--- src/rtl/router_output_allocator.sv ---
// Per-output switch allocator: round-robin head-flit arbitration, wormhole lock until tail, downstream credit gating.
// Grant is combinational (0-cycle), state updates at next clk; optional counters under ROUTER_ALLOC_STATS_EN.
module router_output_allocator #(
  parameter int NUM_INPUTS        = 5,
  parameter int FLIT_BUFFER_DEPTH = 4,
  parameter int CREDIT_WIDTH      = $clog2(FLIT_BUFFER_DEPTH + 1),
  parameter int IDX_WIDTH         = $clog2(NUM_INPUTS)
) (
  input  logic                    clk,
  input  logic                    rst,
  input  logic [NUM_INPUTS-1:0]   req_in,
  input  logic [NUM_INPUTS-1:0]   tail_in,
  input  logic [NUM_INPUTS-1:0]   turn_mask,
  input  logic                    credit_in,
  output logic [NUM_INPUTS-1:0]   grant_out,
  output logic                    send_out,
  output logic                    locked,
  output logic [IDX_WIDTH-1:0]    owner,
  output logic [CREDIT_WIDTH-1:0] credits,
  output logic                    credit_err
`ifdef ROUTER_ALLOC_STATS_EN
  ,
  output logic [31:0]             stat_flits,
  output logic [31:0]             stat_stall
`endif
);

  typedef enum logic {IDLE, LOCKED} state_t;

  localparam logic [CREDIT_WIDTH-1:0] CREDIT_MAX = CREDIT_WIDTH'(FLIT_BUFFER_DEPTH);
  localparam logic [IDX_WIDTH-1:0]    LAST_IDX   = IDX_WIDTH'(NUM_INPUTS - 1);

  state_t                 state;
  logic [IDX_WIDTH-1:0]   rr_ptr;
  logic [NUM_INPUTS-1:0]  elig;
  logic [IDX_WIDTH-1:0]   winner;
  logic                   found;
  logic [IDX_WIDTH:0]     cand;
  logic                   has_credit;
  logic                   winner_tail;

  function automatic logic [IDX_WIDTH-1:0] next_idx(input logic [IDX_WIDTH-1:0] w);
    next_idx = (w == LAST_IDX) ? '0 : w + 1'b1;
  endfunction

  assign elig       = req_in & ~turn_mask;
  assign has_credit = (credits != '0);

  // Locked output ignores turn_mask so a mid-packet mask change cannot strand a worm.
  always_comb begin
    grant_out = '0;
    winner    = '0;
    found     = 1'b0;
    cand      = '0;
    if (!rst && has_credit) begin
      if (state == LOCKED) begin
        winner = owner;
        if (req_in[owner]) begin
          grant_out[owner] = 1'b1;
        end
      end else begin
        for (int k = 0; k < NUM_INPUTS; k++) begin
          cand = {1'b0, rr_ptr} + (IDX_WIDTH + 1)'(k);
          if (cand >= (IDX_WIDTH + 1)'(NUM_INPUTS)) begin
            cand = cand - (IDX_WIDTH + 1)'(NUM_INPUTS);
          end
          if (!found && elig[cand[IDX_WIDTH-1:0]]) begin
            found     = 1'b1;
            winner    = cand[IDX_WIDTH-1:0];
            grant_out[cand[IDX_WIDTH-1:0]] = 1'b1;
          end
        end
      end
    end
  end

  assign send_out    = |grant_out;
  assign winner_tail = tail_in[winner];

  always_ff @(posedge clk or posedge rst) begin
    if (rst) begin
      state      <= IDLE;
      rr_ptr     <= '0;
      credits    <= CREDIT_MAX;
      locked     <= 1'b0;
      owner      <= '0;
      credit_err <= 1'b0;
    end else begin
      case ({send_out, credit_in})
        2'b10: credits <= credits - 1'b1;
        2'b01: begin
          if (credits == CREDIT_MAX) begin
            credit_err <= 1'b1;
          end else begin
            credits <= credits + 1'b1;
          end
        end
        default: credits <= credits;
      endcase

      case (state)
        IDLE: begin
          if (send_out) begin
            if (winner_tail) begin
              rr_ptr <= next_idx(winner);
            end else begin
              state  <= LOCKED;
              owner  <= winner;
              locked <= 1'b1;
            end
          end
        end
        LOCKED: begin
          // An upstream bubble simply leaves the lock in place.
          if (send_out && winner_tail) begin
            state  <= IDLE;
            locked <= 1'b0;
            rr_ptr <= next_idx(owner);
          end
        end
        default: state <= IDLE;
      endcase
    end
  end

`ifdef ROUTER_ALLOC_STATS_EN
  always_ff @(posedge clk or posedge rst) begin
    if (rst) begin
      stat_flits <= '0;
      stat_stall <= '0;
    end else begin
      if (send_out && (stat_flits != '1)) begin
        stat_flits <= stat_flits + 32'd1;
      end
      if ((elig != '0) && !has_credit && (stat_stall != '1)) begin
        stat_stall <= stat_stall + 32'd1;
      end
    end
  end
`endif

endmodule

--- config.mk ---
export PLATFORM = sky130hd
export DESIGN_NAME = router_output_allocator
export DESIGN_NICKNAME = d
export VERILOG_FILES = /design/src/rtl/router_output_allocator.sv
export SDC_FILE = /design/constraint.sdc
export NUM_CORES = 1
export LEC_CHECK = 0
export BUFFER_PORTS_ARGS = -buffer_cell sky130_fd_sc_hd__buf_2
export CORE_MARGIN = 2
export CORE_UTILIZATION = 60
export DETAILED_ROUTE_END_ITERATION = 8
export GPL_TIMING_DRIVEN = 1
export PLACE_DENSITY = 0.82
export SLEW_MARGIN = 20
export SYNTH_ARGS = -nofsm -noshare
export SYNTH_HDL_FRONTEND = slang
export SYNTH_SLANG_ARGS = --single-unit
--- constraint.sdc ---
create_clock -name clk -period 5.6 [get_ports clk]
set_clock_uncertainty 0.05 [all_clocks]
set_input_delay 0.56 -clock clk [delete_from_list [all_inputs] [get_ports clk]]
set_output_delay 0.56 -clock clk [all_outputs]
set_load 0.03 [all_outputs]
==> run_results.csv <==
group,metric,value,unit
die,die_h,70.5,µm
synth,syn-mean-instance-area,8.05,µm²
status,status,"completed",
cts,worst_skew_pair.late_latency,0.24,ns
die,die_area,4980,µm²
synth,synth_nets,363,
critical_path,required,5.72,ns
global_route,grt_max_degree,30,
sta,finalSetupTns,0,ns
finish,nets,388,
drt,drtIter0Drc,337,
drt,wl_met2,3650,µm
synth,synth_cell_types,95,
die,coreArea,4290,µm²
cts,cts_inserted_buffers,3,
hold_path,hold_path_class,"input pin to asynchronous set/reset pin",
drt,viasPerCell,7.08,
critical_path,rr_startpoint,"rr_ptr[0]",
cts,htree_num_levels,1,
sta,slew_headroom,0.469,
global_route,grt_pass1_wl,12900,µm
sta,fin_crit_sh,0.909,
run,max_cap_violations,0,
cts,cts_resized,0,
sta,fin_crit,5.09,ns
finish,most-common-layout-cells,"buf_2 (31), nor2_1 (25), nand2_1 (21), inv_1 (17), nor3_1 (17)",
global_route,antenna_found_initial,0,
sta,finalMaxSlewViolations,0,
die,ios,32,
finish,final_layout_size_suffix_gt1_frac,0.209,
placement,io_buffers,31,
cts,clock_sinks,12,
cts,path_clk_slew,0.05,ns
critical_path,r2r_cells,19,
sta,fmax,196,MHz
cts,cts_hold_buffers,0,
sta,rsz0062_at_grt,"false",
placement,gp_congestion,0.966,
critical_path,cp_max_fo,13,
drt,wl_met3,613,µm
drt,route.detailed.drc,0,
die,start_util,0.619,
critical_path,end_kind,"flip-flop",
synth,syn-cell-area,2660,µm²
sta,finalHoldViolCount,0,
synth,synth-seq-cells,12,
synth,synth_ff_type,"dfrtp_1",
critical_path,r2r_end,"credits[2]",
sta,setup_viol,0,
cts,post_cts_buffers,0,
global_route,first_global_vias,2653,
synth,synth_edf_count,0,
cts,clock_tree.buffer_depth,2,
critical_path,cp_data_arrival_time,5.21,ns
synth,ys_warn_count,0,
critical_path,rrSetupSlack,0.51,ns
finish,area_delta_synth_final,8.05,%
placement,dp_hpwl,6110,µm
global_route,grt-ovfl-total,0,
drt,wl_per_cell,19.5,µm
die,rows,24,
drt,ant_nets,0,
critical_path,crit_type,"flip-flop to flip-flop",
sta,worst_hold_slack,0.275,ns
drt,wl,7910,µm
sta,tightestPinTransition,0.796,ns
drt,dr.pass1.iters,5,
drt,m1WireLength,3180,µm
synth,async_flop_share,1.00,
synth,ys_seq_area_frac,0.114,
finish,diodes,0,
synth,synthCells,330,
cts,cts_root_buffer,"clkbuf_8",
critical_path,startpoint_type,"flip-flop",
die,fp.dieW,70.5,µm
global_route,grt_usage,0.317,
cts,cts_tree,"built",
finish,final_common_cell,"buf_2",
drt,top_layer_used,"met4",
drt,num_vias,2876,
[flip-flops by register name, summed over array words and instances, names as in the netlist, named ones only]
signal	cells
locked	1
credit_err	1
rr_ptr	3
credits	3
owner	3
[final cells by class]
cell class / instances / area [µm²]
Clock buffer: 4 / 55.1
Multi-Input combinational cell: 283 / 2180
Inverter: 19 / 71.3
Sequential cell: 12 / 302
Timing Repair Buffer: 36 / 193
Tap cell: 52 / 65.1
Fill cell: 373 / 1420
[metrics by stage]
step	instances	instance area (µm²)	worst slack [ns]	utilization
6_report	406	2870	0.510	0.668
5_1_grt	406	2870	0.274	0.668
3_5_place_dp	402	2820	0.613	0.656
3_3_place_gp	402	2820	0.673	0.656
4_1_cts	406	2870	0.583	0.668
2_1_floorplan	330	2660	0.664	-
[worst max-delay path, stage by stage (launching register included)]
cell	delay [ns]
dfrtp_1	0.38
inv_2	0.24
ha_1	0.20
inv_1	0.05
fa_1	0.49
a21oi_4	0.29
a221oi_1	0.08
nor3_1	0.50
or2_1	0.26
nor4_4	0.08
a211oi_1	0.33
a21oi_2	0.18
a21boi_4	0.18
nor4b_4	0.32
buf_4	0.25
nand2_1	0.09
fa_1	0.38
or2_2	0.32
o21a_1	0.18
a22o_1	0.18
[cell families after synthesis]
kind of cell    share of synthesized area
simple gates                        0.329
compound gates                      0.327
buf+inv                            0.0641
mux                                0.0702
fa+ha+maj                          0.0763
flops                               0.114
xor+xnor                           0.0198
[cells in the mapped netlist (3+ instances only)]
cell type / number / area share
nor2_1: 25 / 0.035
nand2_1: 21 / 0.030
inv_1: 17 / 0.024
nor3_1: 17 / 0.032
mux2i_1: 15 / 0.057
ha_1: 13 / 0.061
dfrtp_1: 11 / 0.10
nand3_1: 10 / 0.019
nor2b_1: 10 / 0.024
o21ai_0: 10 / 0.019
nand2b_1: 9 / 0.021
a31oi_1: 8 / 0.019
buf_2: 7 / 0.013
a21oi_1: 6 / 0.011
a21o_1: 5 / 0.014
and2_1: 5 / 0.012
xnor2_1: 5 / 0.016
a211oi_1: 4 / 0.011
clkbuf_1: 4 / 0.0057
o21a_1: 4 / 0.011
o22ai_1: 4 / 0.0094
o31ai_1: 4 / 0.011
a211o_1: 3 / 0.0099
a221o_1: 3 / 0.011
a2bb2oi_1: 3 / 0.0099
a41o_1: 3 / 0.011
and3_1: 3 / 0.0071
and4b_1: 3 / 0.011
buf_6: 3 / 0.013
nand3b_1: 3 / 0.0085
nand4_1: 3 / 0.0071
o211a_1: 3 / 0.011
o21ai_1: 3 / 0.0057
or2_2: 3 / 0.0071
[layer usage]
layer,vias up,track usage
met4,0,0.174
met5,-,0
met3,46,0.0427
met2,166,0.521
met1,1343,0.402
li1,1321,-
[worst max-delay path by stage]
| stage | end | startpoint |
|---|---|---|
| 2_1_floorplan | credits[2] | rr_ptr[0] |
| 3_3_place_gp | credits[2] | rr_ptr[0] |
| 3_5_place_dp | credits[2] | rr_ptr[0] |
| 4_1_cts | credits[2] | rr_ptr[0] |
| 5_1_grt | credits[2] | rr_ptr[0] |
| 6_report | credits[2] | rr_ptr[0] |
Power is left out: the tool's default activity adds up to more than one toggle a clock period on the data nets, which glitch-free logic cannot reach.
